[src/rtl/wwvb_pkg.sv]
// Shared symbol encodings, classifier states and default low-duration boundaries.
package wwvb_pkg;

  localparam int unsigned DUR_W = 16;

  // Default boundaries in samples at 1000 samples/s.
  localparam int unsigned DEF_LOW_MIN = 100;
  localparam int unsigned DEF_T01     = 350;
  localparam int unsigned DEF_T1M     = 650;
  localparam int unsigned DEF_LOW_MAX = 950;

  typedef enum logic [1:0] {
    SYM_ZERO   = 2'd0,
    SYM_ONE    = 2'd1,
    SYM_MARKER = 2'd2,
    SYM_ERROR  = 2'd3
  } symbol_t;

  typedef enum logic [1:0] {
    ST_HIGH      = 2'd0,
    ST_LOW       = 2'd1,
    ST_WAIT_HIGH = 2'd2
  } state_t;

  // Output word layout: {symbol[1:0], duration[15:0]}.
  typedef struct packed {
    symbol_t            symbol;
    logic [DUR_W-1:0]   duration;
  } symbol_word_t;

  // Map a completed low duration (already known to be >= LOW_MIN) to a symbol.
  function automatic symbol_t classify(input logic [DUR_W-1:0] dur,
                                       input logic [DUR_W-1:0] t01,
                                       input logic [DUR_W-1:0] t1m);
    symbol_t sym;
    if (dur < t01)      sym = SYM_ZERO;
    else if (dur < t1m) sym = SYM_ONE;
    else                sym = SYM_MARKER;
    return sym;
  endfunction

endpackage

[src/rtl/wwvb_envelope.sv]
// Magnitude, envelope low-pass, decaying peak tracker and hysteresis low/high decision.
module wwvb_envelope
  import wwvb_pkg::*;
#(
  parameter int unsigned WIDTH       = 20,
  parameter int unsigned ALPHA_SHIFT = 4,
  parameter int unsigned DECAY_SHIFT = 10,
  parameter int unsigned MIN_PEAK    = 64
) (
  input  logic             clk,
  input  logic             rst,
  input  logic [WIDTH-1:0] sample,
  input  logic             sample_valid,
  output logic             low,
  output logic             low_c
);

  localparam int unsigned EW = WIDTH + 1;

  logic [WIDTH-1:0]     neg;
  logic [WIDTH-1:0]     mag;
  logic signed [EW-1:0] mag_s;
  logic signed [EW-1:0] env;
  logic signed [EW-1:0] diff;
  logic signed [EW-1:0] env_next;
  logic [EW-1:0]        env_u;
  logic [EW-1:0]        peak;
  logic [EW-1:0]        peak_dec;
  logic [EW-1:0]        peak_next;
  logic [EW-1:0]        half;
  logic [EW-1:0]        upper;

  // Next envelope/peak and the hysteresis decision for the current sample.
  always_comb begin
    neg = ~sample + WIDTH'(1);
    if (!sample[WIDTH-1])  mag = sample;
    else if (neg[WIDTH-1]) mag = {1'b0, {(WIDTH-1){1'b1}}};
    else                   mag = neg;
    mag_s     = signed'({1'b0, mag});
    diff      = mag_s - env;
    env_next  = env + (diff >>> ALPHA_SHIFT);
    env_u     = unsigned'(env_next);
    peak_dec  = peak - (peak >> DECAY_SHIFT);
    peak_next = (env_u > peak_dec) ? env_u : peak_dec;
    half      = peak >> 1;
    upper     = half + (peak >> 3);
    low_c     = low;
    if (peak < EW'(MIN_PEAK)) low_c = 1'b0;
    else if (env_u < half)    low_c = 1'b1;
    else if (env_u > upper)   low_c = 1'b0;
  end

  // Envelope state advances only on accepted samples.
  always_ff @(posedge clk) begin
    if (rst) begin
      env  <= '0;
      peak <= '0;
      low  <= 1'b0;
    end else if (sample_valid) begin
      env  <= env_next;
      peak <= peak_next;
      low  <= low_c;
    end
  end

endmodule

[src/rtl/wwvb_pulse_classifier.sv]
// WWVB low-pulse width classifier: times carrier-low periods and emits ZERO/ONE/MARKER/ERROR.
module wwvb_pulse_classifier
  import wwvb_pkg::*;
#(
  parameter int unsigned WIDTH       = 20,
  parameter int unsigned ALPHA_SHIFT = 4,
  parameter int unsigned DECAY_SHIFT = 10,
  parameter int unsigned MIN_PEAK    = 64,
  parameter int unsigned LOW_MIN     = DEF_LOW_MIN,
  parameter int unsigned T01         = DEF_T01,
  parameter int unsigned T1M         = DEF_T1M,
  parameter int unsigned LOW_MAX     = DEF_LOW_MAX
) (
  input  logic             clk,
  input  logic             rst,
  input  logic [WIDTH-1:0] input_tdata,
  input  logic             input_tvalid,
  output logic             input_tready,
  output logic [17:0]      output_tdata,
  output logic             output_tvalid,
  input  logic             output_tready,
  output logic             overflow,
  output logic             carrier_low
);

  state_t           state;
  state_t           state_next;
  logic [DUR_W-1:0] count;
  logic [DUR_W-1:0] count_next;
  logic             low_c;
  logic             emit_c;
  symbol_word_t     word_c;

  assign input_tready = 1'b1;

  wwvb_envelope #(
    .WIDTH       (WIDTH),
    .ALPHA_SHIFT (ALPHA_SHIFT),
    .DECAY_SHIFT (DECAY_SHIFT),
    .MIN_PEAK    (MIN_PEAK)
  ) u_envelope (
    .clk          (clk),
    .rst          (rst),
    .sample       (input_tdata),
    .sample_valid (input_tvalid),
    .low          (carrier_low),
    .low_c        (low_c)
  );

  // State and low-duration counter registers.
  always_ff @(posedge clk) begin
    if (rst) begin
      state <= ST_HIGH;
      count <= '0;
    end else begin
      state <= state_next;
      count <= count_next;
    end
  end

  // Next state, counter and symbol emission, evaluated on accepted samples only.
  always_comb begin
    state_next = state;
    count_next = count;
    emit_c     = 1'b0;
    word_c     = '{symbol: SYM_ZERO, duration: count};
    if (input_tvalid) begin
      case (state)
        ST_HIGH: begin
          if (low_c) begin
            state_next = ST_LOW;
            count_next = DUR_W'(1);
          end
        end
        ST_LOW: begin
          if (low_c) begin
            count_next = (count == {DUR_W{1'b1}}) ? count : count + DUR_W'(1);
            if (count_next >= DUR_W'(LOW_MAX)) begin
              emit_c     = 1'b1;
              word_c     = '{symbol: SYM_ERROR, duration: DUR_W'(LOW_MAX)};
              state_next = ST_WAIT_HIGH;
            end
          end else begin
            state_next = ST_HIGH;
            if (count >= DUR_W'(LOW_MIN)) begin
              emit_c = 1'b1;
              word_c = '{symbol: classify(count, DUR_W'(T01), DUR_W'(T1M)), duration: count};
            end
          end
        end
        ST_WAIT_HIGH: begin
          if (!low_c) state_next = ST_HIGH;
        end
        default: state_next = ST_HIGH;
      endcase
    end
  end

  // One-entry output holding register; a symbol arriving while it is blocked is dropped.
  always_ff @(posedge clk) begin
    if (rst) begin
      output_tdata  <= '0;
      output_tvalid <= 1'b0;
      overflow      <= 1'b0;
    end else if (emit_c && (!output_tvalid || output_tready)) begin
      output_tdata  <= word_c;
      output_tvalid <= 1'b1;
    end else if (emit_c) begin
      overflow      <= 1'b1;
    end else if (output_tvalid && output_tready) begin
      output_tvalid <= 1'b0;
    end
  end

endmodule

[config.mk]
export PLATFORM = sky130hd
export DESIGN_NAME = wwvb_pulse_classifier
export DESIGN_NICKNAME = d
export VERILOG_FILES = /design/src/rtl/wwvb_pkg.sv /design/src/rtl/wwvb_envelope.sv /design/src/rtl/wwvb_pulse_classifier.sv
export SDC_FILE = /design/constraint.sdc
export NUM_CORES = 1
export LEC_CHECK = 0
export ABC_AREA = 1
export BUFFER_PORTS_ARGS = -buffer_cell sky130_fd_sc_hd__buf_2
export CAP_MARGIN = 20
export CORE_MARGIN = 5
export CORE_UTILIZATION = 30
export DETAILED_ROUTE_END_ITERATION = 8
export GPL_TIMING_DRIVEN = 0
export PLACE_DENSITY = 0.54
export SYNTH_ARGS = -nofsm -noshare
export SYNTH_HDL_FRONTEND = slang
export SYNTH_HIERARCHICAL = 1
export SYNTH_SLANG_ARGS = --single-unit
[constraint.sdc]
create_clock -name clk -period 12.9 [get_ports clk]
set_clock_uncertainty 0.1 [all_clocks]
set_input_delay 0.645 -clock clk [delete_from_list [all_inputs] [get_ports clk]]
set_output_delay 0.645 -clock clk [all_outputs]
set_load 0.005 [all_outputs]
# == Yosys cells after proc, flatten, opt, wreduce, memory -nomap -nowiden ==
# Index checks and enable logic that the tools add are counted.
# W data, S select, Z words.
# totals
regBits,81
latch_bits,0
ramBits,0
romBits,0
inputBits,24
output_inout_bits,22
elab_cells,73
memories,0
# classes
n_addsub,6
mul,0
div_mod_pow,0
n_lt_le_gt_ge,8
eq_ne,8
n_shift,0
muxes,30
bitwise,2
reduce_logical,11
# op_table
operator,count
$mux W18,5
$mux W16,3
$gt A21 B21 Y1,2
$mux W19,2
$pmux W16 S2,1
$add A20 B18 Y21,1
$add A21 B17 Y21,1
$lt A21 B20 Y1,1
$lt A21 B7 Y1 const B,1
$mux W21,1
$sub A20 B21 Y21,1
$sub A21 B11 Y21,1
$add A20 B1 Y20 const B,1
$not A20 Y20,1
$add A16 B1 Y16 const B,1
$eq A16 B16 Y1 const B,1
$ge A16 B10 Y1 const B,1
$ge A16 B7 Y1 const B,1
$lt A16 B10 Y1 const B,1
$lt A16 B9 Y1 const B,1
$mux W2,6
$mux W1,11
$reduce_and A4 Y1,2
$ne A2 B2 Y1 const B,3
12 further kinds,15

# == Logic depth before layout (Yosys ltp) ==
# Gate-level depths: netlist (run 1).
# depth
word_depth,16
depth_mapped,57
depth_no_buf,55

# == By module ==
# The synthesis (run 1) kept the hierarchy.
# by_module_without_submodules
module,instances,cells_per_inst,area_per_inst_um2
wwvb_envelope,1,1172,7378.3
wwvb_pulse_classifier,1,393,2461.1

# == Worst setup path before layout (run 1) ==
# No wires, ideal clock.
# synth_timing
kind,input-to-reg
from,input port input_tdata[0]
to,register count[10]
setup_ps,70
arrival_time_ps,6776
required_ps,12730
slack_ps,5953
path_stages,51
path_buffers,3
cell_sequence,inv_1 ha_1 inv_1 nor4_1 a21oi_1 inv_1 o21ai_0 inv_1 o21ai_0 or2_2 nand3_1 ha_1 nand2_1 a21oi_1 a211oi_1 o21ai_0 a21oi_1 nand2_4 [15 not listed] ha_1 nand2_1 inv_1 nand4_1 nor4_1 nand4_1 nand2_1 nand2_1 nand2_1 nand2_1 inv_1 buf_2 nand2_1 nor3_1 clkbuf_1 clkbuf_1 nand2_1 a21oi_1
# synth_via
elab_chain_len,12
# synth_rtl
element,line_no,text
"start, declared",wwvb_pulse_classifier.sv:16,"input logic [WIDTH-1:0] input_tdata,"
$not A20 Y20,wwvb_envelope.sv:35,neg = ~sample + WIDTH'(1);
$add A20 B1 Y20,wwvb_envelope.sv:35,
$mux W19,wwvb_envelope.sv:37,"else if (neg[WIDTH-1]) mag = {1'b0, {(WIDTH-1){1'b1}}};"
$mux W19 (*),wwvb_envelope.sv:36,if (!sample[WIDTH-1]) mag = sample;
$sub A20 B21 Y21 (*),wwvb_envelope.sv:40,diff = mag_s - env;
$add A21 B17 Y21 (*),wwvb_envelope.sv:41,env_next = env + (diff >>> ALPHA_SHIFT);
via u_envelope.env_next[20],wwvb_envelope.sv:25,logic signed [EW-1:0] env_next;
$gt A21 B21 Y1,wwvb_envelope.sv:50,else if (env_u > upper) low_c = 1'b0;
$mux W1,wwvb_envelope.sv:50,
$mux W1 (*),wwvb_envelope.sv:49,else if (env_u < half) low_c = 1'b1;
$mux W1 (*),wwvb_envelope.sv:48,if (peak < EW'(MIN_PEAK)) low_c = 1'b0;
via low_c,wwvb_pulse_classifier.sv:30,logic low_c;
$ne A2 B2 Y1 (no source line),-,
$reduce_and A4 Y1 (no source line) (*),-,
"end signal, assigned",wwvb_pulse_classifier.sv:57,count <= count_next;
"end, declared",wwvb_pulse_classifier.sv:28,logic [DUR_W-1:0] count;
# The timed path passes the listed nets; every way through them passes the cells marked *.
# A chain may end at the register's enable or synchronous reset.

# == Worst setup path in the final report (run 1) ==
# layout_timing
from,input port input_tdata[0]
to,register count[9]
# Same word-level chain as after synthesis.

==> flow_summary_export.csv, run 1 <==
group,metric,value,unit
run,drv_cap,0,
outcome,status,"completed",
worst_setup_path,worst_ep_arrival_time,8.91,ns
routing,wirelength,29.5,mm
clock_network,cts_max_level,3,
logic_synthesis,synth.distinct_cells,54,
routing,wl_per_cell,14.3,um
worst_setup_path,worstSetupPathType,"in2reg",
timing,rsz0062_at_grt,"no",
routing,vias_per_cell,4.81,
logic_synthesis,syn_area_per_cell,6.29,um^2
worst_setup_path,cp_num_buf_inv,12,
worst_setup_path,critPathTopFamily,"simple AND/OR/NAND/NOR gates",
timing,relSlewSlack,0.420,
worst_setup_path,r2r_slack,5.59,ns
worst_setup_path,crit_slowest_cell,"nor4_1",
worst_setup_path,start_kind,"primary input",
logic_synthesis,synth_nets,1721,
layout,finalNetCount,1776,
logic_synthesis,synth_area,9840,um^2
logic_synthesis,ys.flop_type,"dfxtp_1",
logic_synthesis,ys_async_sr_fraction,0,
floorplanning,die_w,191,um
worst_setup_path,worst_ep_required_time,13.08,ns
routing,num_vias,9951,
layout,layout-drive-gt1-share,0.0862,
clock_network,clkTransAtPathRegs,0.07,ns
placement,hpwlAfterDp,24.4,mm
worst_setup_path,crit_fanout,10,
clock_network,cts.sinks,81,
logic_synthesis,synth_edf_count,0,
grt,grt_antenna_before_repair,0,
logic_synthesis,seq_area_frac_synth,0.165,
clock_network,cts-resized-gates,0,
worst_setup_path,critPathMostFrequentCell,"nand2_1",
timing,slew_violations,0,
floorplanning,row_count,66,
hold_path,hold_class,"reg2reg",
logic_synthesis,yosys.area.top_type,"dfxtp_1",
layout,num_antenna_cells,0,
clock_network,clk_latency,0.35,ns
clock_network,cts_tree,"built",
clock_network,clockBufferDepth,2,
floorplanning,core_area,32500,um^2
logic_synthesis,synth_area_leaders,"dfxtp_1 (16%), ha_1 (16%), nand2_1 (14%), a21oi_1 (8.7%), inv_1 (8.5%)",
routing,drtIter0Drc,664,
layout,area.growth.synth_to_final,11.0,%
floorplanning,dieArea,36500,um^2
floorplanning,start_util,0.303,
floorplanning,io-pin-count,46,
routing,drt.antenna.violating_nets,0,
grt,first_global_vias,9490,
layout,final_util,0.337,
timing,finalCritPeriodShare,0.677,
logic_synthesis,synth_top_cell_area_share,0.165,
logic_synthesis,ys_ff_latch,81,
grt,grt_pass1_wl,47.9,mm
timing,setup_viol,0,
clock_network,post-cts-setup-buffers,0,
logic_synthesis,yosysWarningCount,6,
timing,tightest_slew,0.863,ns
routing,drcViolationCount,0,
grt,grt_max_degree,16,
timing,setup_tns,0,ns
grt,grt_overflow,0,
clock_network,numCtsBuffers,9,
placement,portBuffers,44,
clock_network,hold_buffers,0,
worst_setup_path,slowest_delay,0.49,ns
timing,fmax,0.115,GHz
logic_synthesis,synth_cells,1565,
timing,finalCriticalPeriod,8.73,ns
routing,dr.pass1.iters,5,
timing,hold_viol_final,0,
worst_setup_path,crit_path_end_kind,"flip-flop",
floorplanning,die_h,191,um
placement,gp_congestion,0.882,
clock_network,root_buffer,"clkbuf_16",
grt,grt_util_all_layers,0.161,
[per-layer routing]
layer	global-route usage	wire [um]	vias to the layer above
met2	0.268	13100	183
met4	0.0359	478	0
li1	-	-	5261
met5	0	0	-
met3	0.0161	1080	31
met1	0.225	14800	4476
[state kept, by name, summed over array words and instances, names as in the netlist]
name	cells
u_envelope/low	1
count	16
output_tvalid	1
state	2
u_envelope/peak	21
overflow	1
output_tdata	18
u_envelope/env	21
[worst register-to-register path: cells and delay by family (launching register included)]
kind	cells	cell delay (ns)
AOI/OAI and AO/OA	9	1.65
xor gates and xnor gates	2	0.53
adders and majority gates	3	1.07
buffers and inverters	6	1.41
DFF	1	0.34
and+or+nand+nor	16	2.14
[through the flow]
step	std cells	setup WS, ns	instance area [um^2]	hold WS [ns]
after floorplan	1565	5.95	9840	0.345
after global placement	2051	3.94	10600	0.351
after detailed placement	2051	3.80	10600	0.359
after CTS	2067	4.13	10900	0.370
after global routing	2067	3.27	10900	0.393
final	2067	4.17	10900	0.367
[worst paths after layout]
kind	end	cells after the start	from
worst max-delay path	count[9]$_SDFFE_PP0P_	49	input_tdata[0]
worst min-delay path	overflow$_SDFFE_PP0P_	2	overflow$_SDFFE_PP0P_
worst max register to register	count[9]$_SDFFE_PP0P_	36	u_envelope/env[2]$_SDFFE_PP0P_
worst min register to register	overflow$_SDFFE_PP0P_	2	overflow$_SDFFE_PP0P_
[cell type report]
| type | count | area [um^2] |
|---|---|---|
| clock inverter | 6 | 72.6 |
| inverter | 230 | 863 |
| fill | 3587 | 21500 |
| tap | 442 | 553 |
| multi-input combinational | 1216 | 7160 |
| buffer | 38 | 196 |
| sequential | 81 | 1620 |
| timing repair buffer | 44 | 220 |
| clock buffer | 10 | 239 |
[synth_stat cells (7+ instances only)]
| master | count |
|---|---|
| nand3_1 | 78 |
| xor2_1 | 58 |
| nand2_1 | 373 |
| xnor2_1 | 21 |
| nor4_1 | 7 |
| o21ai_0 | 60 |
| a21oi_1 | 172 |
| ha_1 | 129 |
| nand4_1 | 27 |
| nor2_1 | 128 |
| inv_1 | 222 |
| o31ai_1 | 8 |
| nor3_1 | 21 |
| clkbuf_1 | 24 |
| o21ai_1 | 14 |
| buf_2 | 7 |
| a31oi_1 | 8 |
| nand2_2 | 27 |
| o211ai_1 | 7 |
| nand3b_1 | 7 |
| dfxtp_1 | 81 |
[cell usage in the layout (no fill, tap or decap), types with 7 or more instances in the layout]
master     instances
a21oi_1          172
a31oi_1            8
buf_2             51
clkbuf_1          24
clkbuf_16          9
dfxtp_1           81
ha_1             129
inv_1            222
nand2_1          373
nand2_2           27
nand3_1           78
nand3b_1           7
nand4_1           27
nor2_1           128
nor3_1            21
nor4_1             7
o211ai_1           7
o21ai_0           60
o21ai_1           14
o31ai_1            8
xnor2_1           21
xor2_1            58
[kinds of logic (layout without fill, tap and decap cells)]
family                   Yosys count  in the layout  share of synthesized area
buffers and inverters            268            328                      0.108
flip-flops                        81             81                      0.165
other                              1              1                   0.000381
adder cells (fa/ha/maj)          132            132                      0.170
AND/OR/NAND/NOR                  701            701                      0.318
XOR/XNOR                          79             79                     0.0703
AO/OA/AOI/OAI                    303            303                      0.169
Power of run 1 is not shown: default switching activity piles up to over one toggle a cycle in this logic, so the estimate is an artifact.
==> inputs of run 2 (changes only) <==
- PLACE_DENSITY: 0.54 -> 0.55
- clock period: 12.9 -> 7.1 ns (I/O delays scaled with it)
==> flow_summary_export.csv, run 2 (synthesis results as in run 1) <==
group,metric,value,unit
timing,finalCritPeriodShare,0.966,
grt,first_global_vias,9815,
routing,drcViolationCount,0,
clock_network,cts.sinks,81,
floorplanning,core_area,32500,um^2
worst_setup_path,critPathTopFamily,"simple AND/OR/NAND/NOR gates",
worst_setup_path,cp_num_buf_inv,7,
run,drv_cap,0,
layout,finalNetCount,1817,
clock_network,numCtsBuffers,9,
layout,num_antenna_cells,0,
worst_setup_path,reg2regPathDepth,39,
timing,relSlewSlack,0.546,
routing,dr.pass1.iters,5,
timing,setup_viol,0,
clock_network,cts_tree,"built",
worst_setup_path,crit_fanout,10,
floorplanning,start_util,0.303,
layout,final_common_cell,"nand2_1",
routing,drt.antenna.violating_nets,0,
worst_setup_path,worst_ep_arrival_time,7.01,ns
clock_network,clkTransAtPathRegs,0.07,ns
worst_setup_path,crit_path_end_kind,"flip-flop",
placement,hpwlAfterDp,24.5,mm
clock_network,hold_buffers,0,
floorplanning,row_count,66,
placement,gp_congestion,0.874,
placement,portBuffers,44,
grt,grt_overflow,0,
routing,wirelength,30.8,mm
layout,area.growth.synth_to_final,21.0,%
timing,setup_ws,0.244,ns
worst_setup_path,worst_ep_required_time,7.25,ns
layout,final_util,0.367,
floorplanning,die_h,191,um
worst_setup_path,r2r_slack,1.02,ns
worst_setup_path,reg2reg_to,"output_tdata[2]$_SDFFE_PP0P_",
routing,drtIter0Drc,545,
floorplanning,io-pin-count,46,
routing,vias_per_cell,4.90,
hold_path,hold_class,"in2reg",
timing,slew_violations,0,
timing,finalCriticalPeriod,6.86,ns
worst_setup_path,crit_slowest_cell,"ha_1",
hold_path,holdPathEnd,"overflow$_SDFFE_PP0P_",
layout,largestRegisters,"u_envelope/env: 21 flops, u_envelope/peak: 21 flops, output_tdata: 18 flops",
timing,fmax,0.146,GHz
layout,layout_common_cells,"nand2_1 (359), inv_1 (216), a21oi_1 (156)",
grt,grt_max_degree,17,
clock_network,clk_latency,0.35,ns
hold_path,min_from,"output_tready",
worst_setup_path,slowest_delay,0.31,ns
worst_setup_path,path_depth,47,
grt,grt_antenna_before_repair,0,
outcome,status,"completed",
worst_setup_path,reg2reg_from,"u_envelope/env[3]$_SDFFE_PP0P_",
clock_network,cts_max_level,3,
routing,wl_per_cell,14.6,um
hold_path,hold_depth,4,
grt,grt_pass1_wl,49.1,mm
worst_setup_path,critPathMostFrequentCell,"nand2_2",
clock_network,clockBufferDepth,2,
floorplanning,die_w,191,um
clock_network,root_buffer,"clkbuf_16",
layout,layout-drive-gt1-share,0.169,
placement,post-place-ws,-1.68,ns
worst_setup_path,worstSetupPathType,"in2reg",
timing,tightest_slew,0.677,ns
routing,num_vias,10324,
layout,stdcell_area,11900,um^2
floorplanning,dieArea,36500,um^2
grt,grt_util_all_layers,0.164,
worst_setup_path,start_kind,"primary input",
timing,hold_viol_final,0,
placement,placed_area,10600,um^2
## run 2: per-layer routing
| metal | track usage | routed length [um] | share of wire | vias to the layer above |
|---|---|---|---|---|
| li1 | - | - | - | 5335 |
| met3 | 0.0159 | 1400 | 0.046 | 41 |
| met4 | 0.0442 | 569 | 0.018 | 0 |
| met5 | 0 | 0 | 0 | - |
| met1 | 0.227 | 14800 | 0.48 | 4729 |
| met2 | 0.275 | 14100 | 0.46 | 219 |
## run 2: layout make-up
type / count / area, um^2
multi-input cells: 1216 / 7730
well taps: 442 / 553
repair buffers: 85 / 541
inverters: 230 / 866
plain buffers: 38 / 231
clock inverters: 7 / 133
flip-flops and latches: 81 / 1620
clock buffers: 9 / 225
fillers: 3501 / 20500
## run 2: repair_timing
action	4_1_cts	5_1_grt
gates resized for setup	47	83
endpoints found under the hold margin	0	0
setup endpoints to repair	58	58
pin swaps	12	42
buffers inserted	16	25
## run 2: per-stage QoR
| step | instances | TNS (ns) | hold slack [ns] |
|---|---|---|---|
| 6_report | 2108 | 0 | 0.209 |
| 5_1_grt | 2108 | -1.67 | 0.218 |
| 4_1_cts | 2083 | 0 | 0.197 |
| 3_5_place_dp | 2051 | -61.40 | 0.357 |
| 3_3_place_gp | 2051 | -53.38 | 0.353 |
| 2_1_floorplan | 1565 | 0 | 0.345 |
## run 2: how the worst max path moves through the flow
stage / end / from
global placement: count[7]$_SDFFE_PP0P_ / input_tdata[0]
CTS: output_tdata[2]$_SDFFE_PP0P_ / input_tdata[0]
floorplan: count[10]$_SDFFE_PP0P_ / input_tdata[0]
finish: output_tdata[2]$_SDFFE_PP0P_ / input_tdata[0]
detailed placement: count[7]$_SDFFE_PP0P_ / input_tdata[0]
global route: output_tdata[10]$_SDFFE_PP0P_ / input_tdata[0]
## run 2: worst register-to-register path: cells and delay by family, from the launching register on
| family | cells | cell delay [ns] |
|---|---|---|
| and+or+nand+nor | 20 | 2.16 |
| AOI/OAI and AO/OA | 8 | 1.31 |
| adders and majority gates | 3 | 0.96 |
| buffers and inverters | 6 | 0.70 |
| xor gates and xnor gates | 2 | 0.39 |
| DFF | 1 | 0.34 |
Power of run 2 is left out for the same reason.
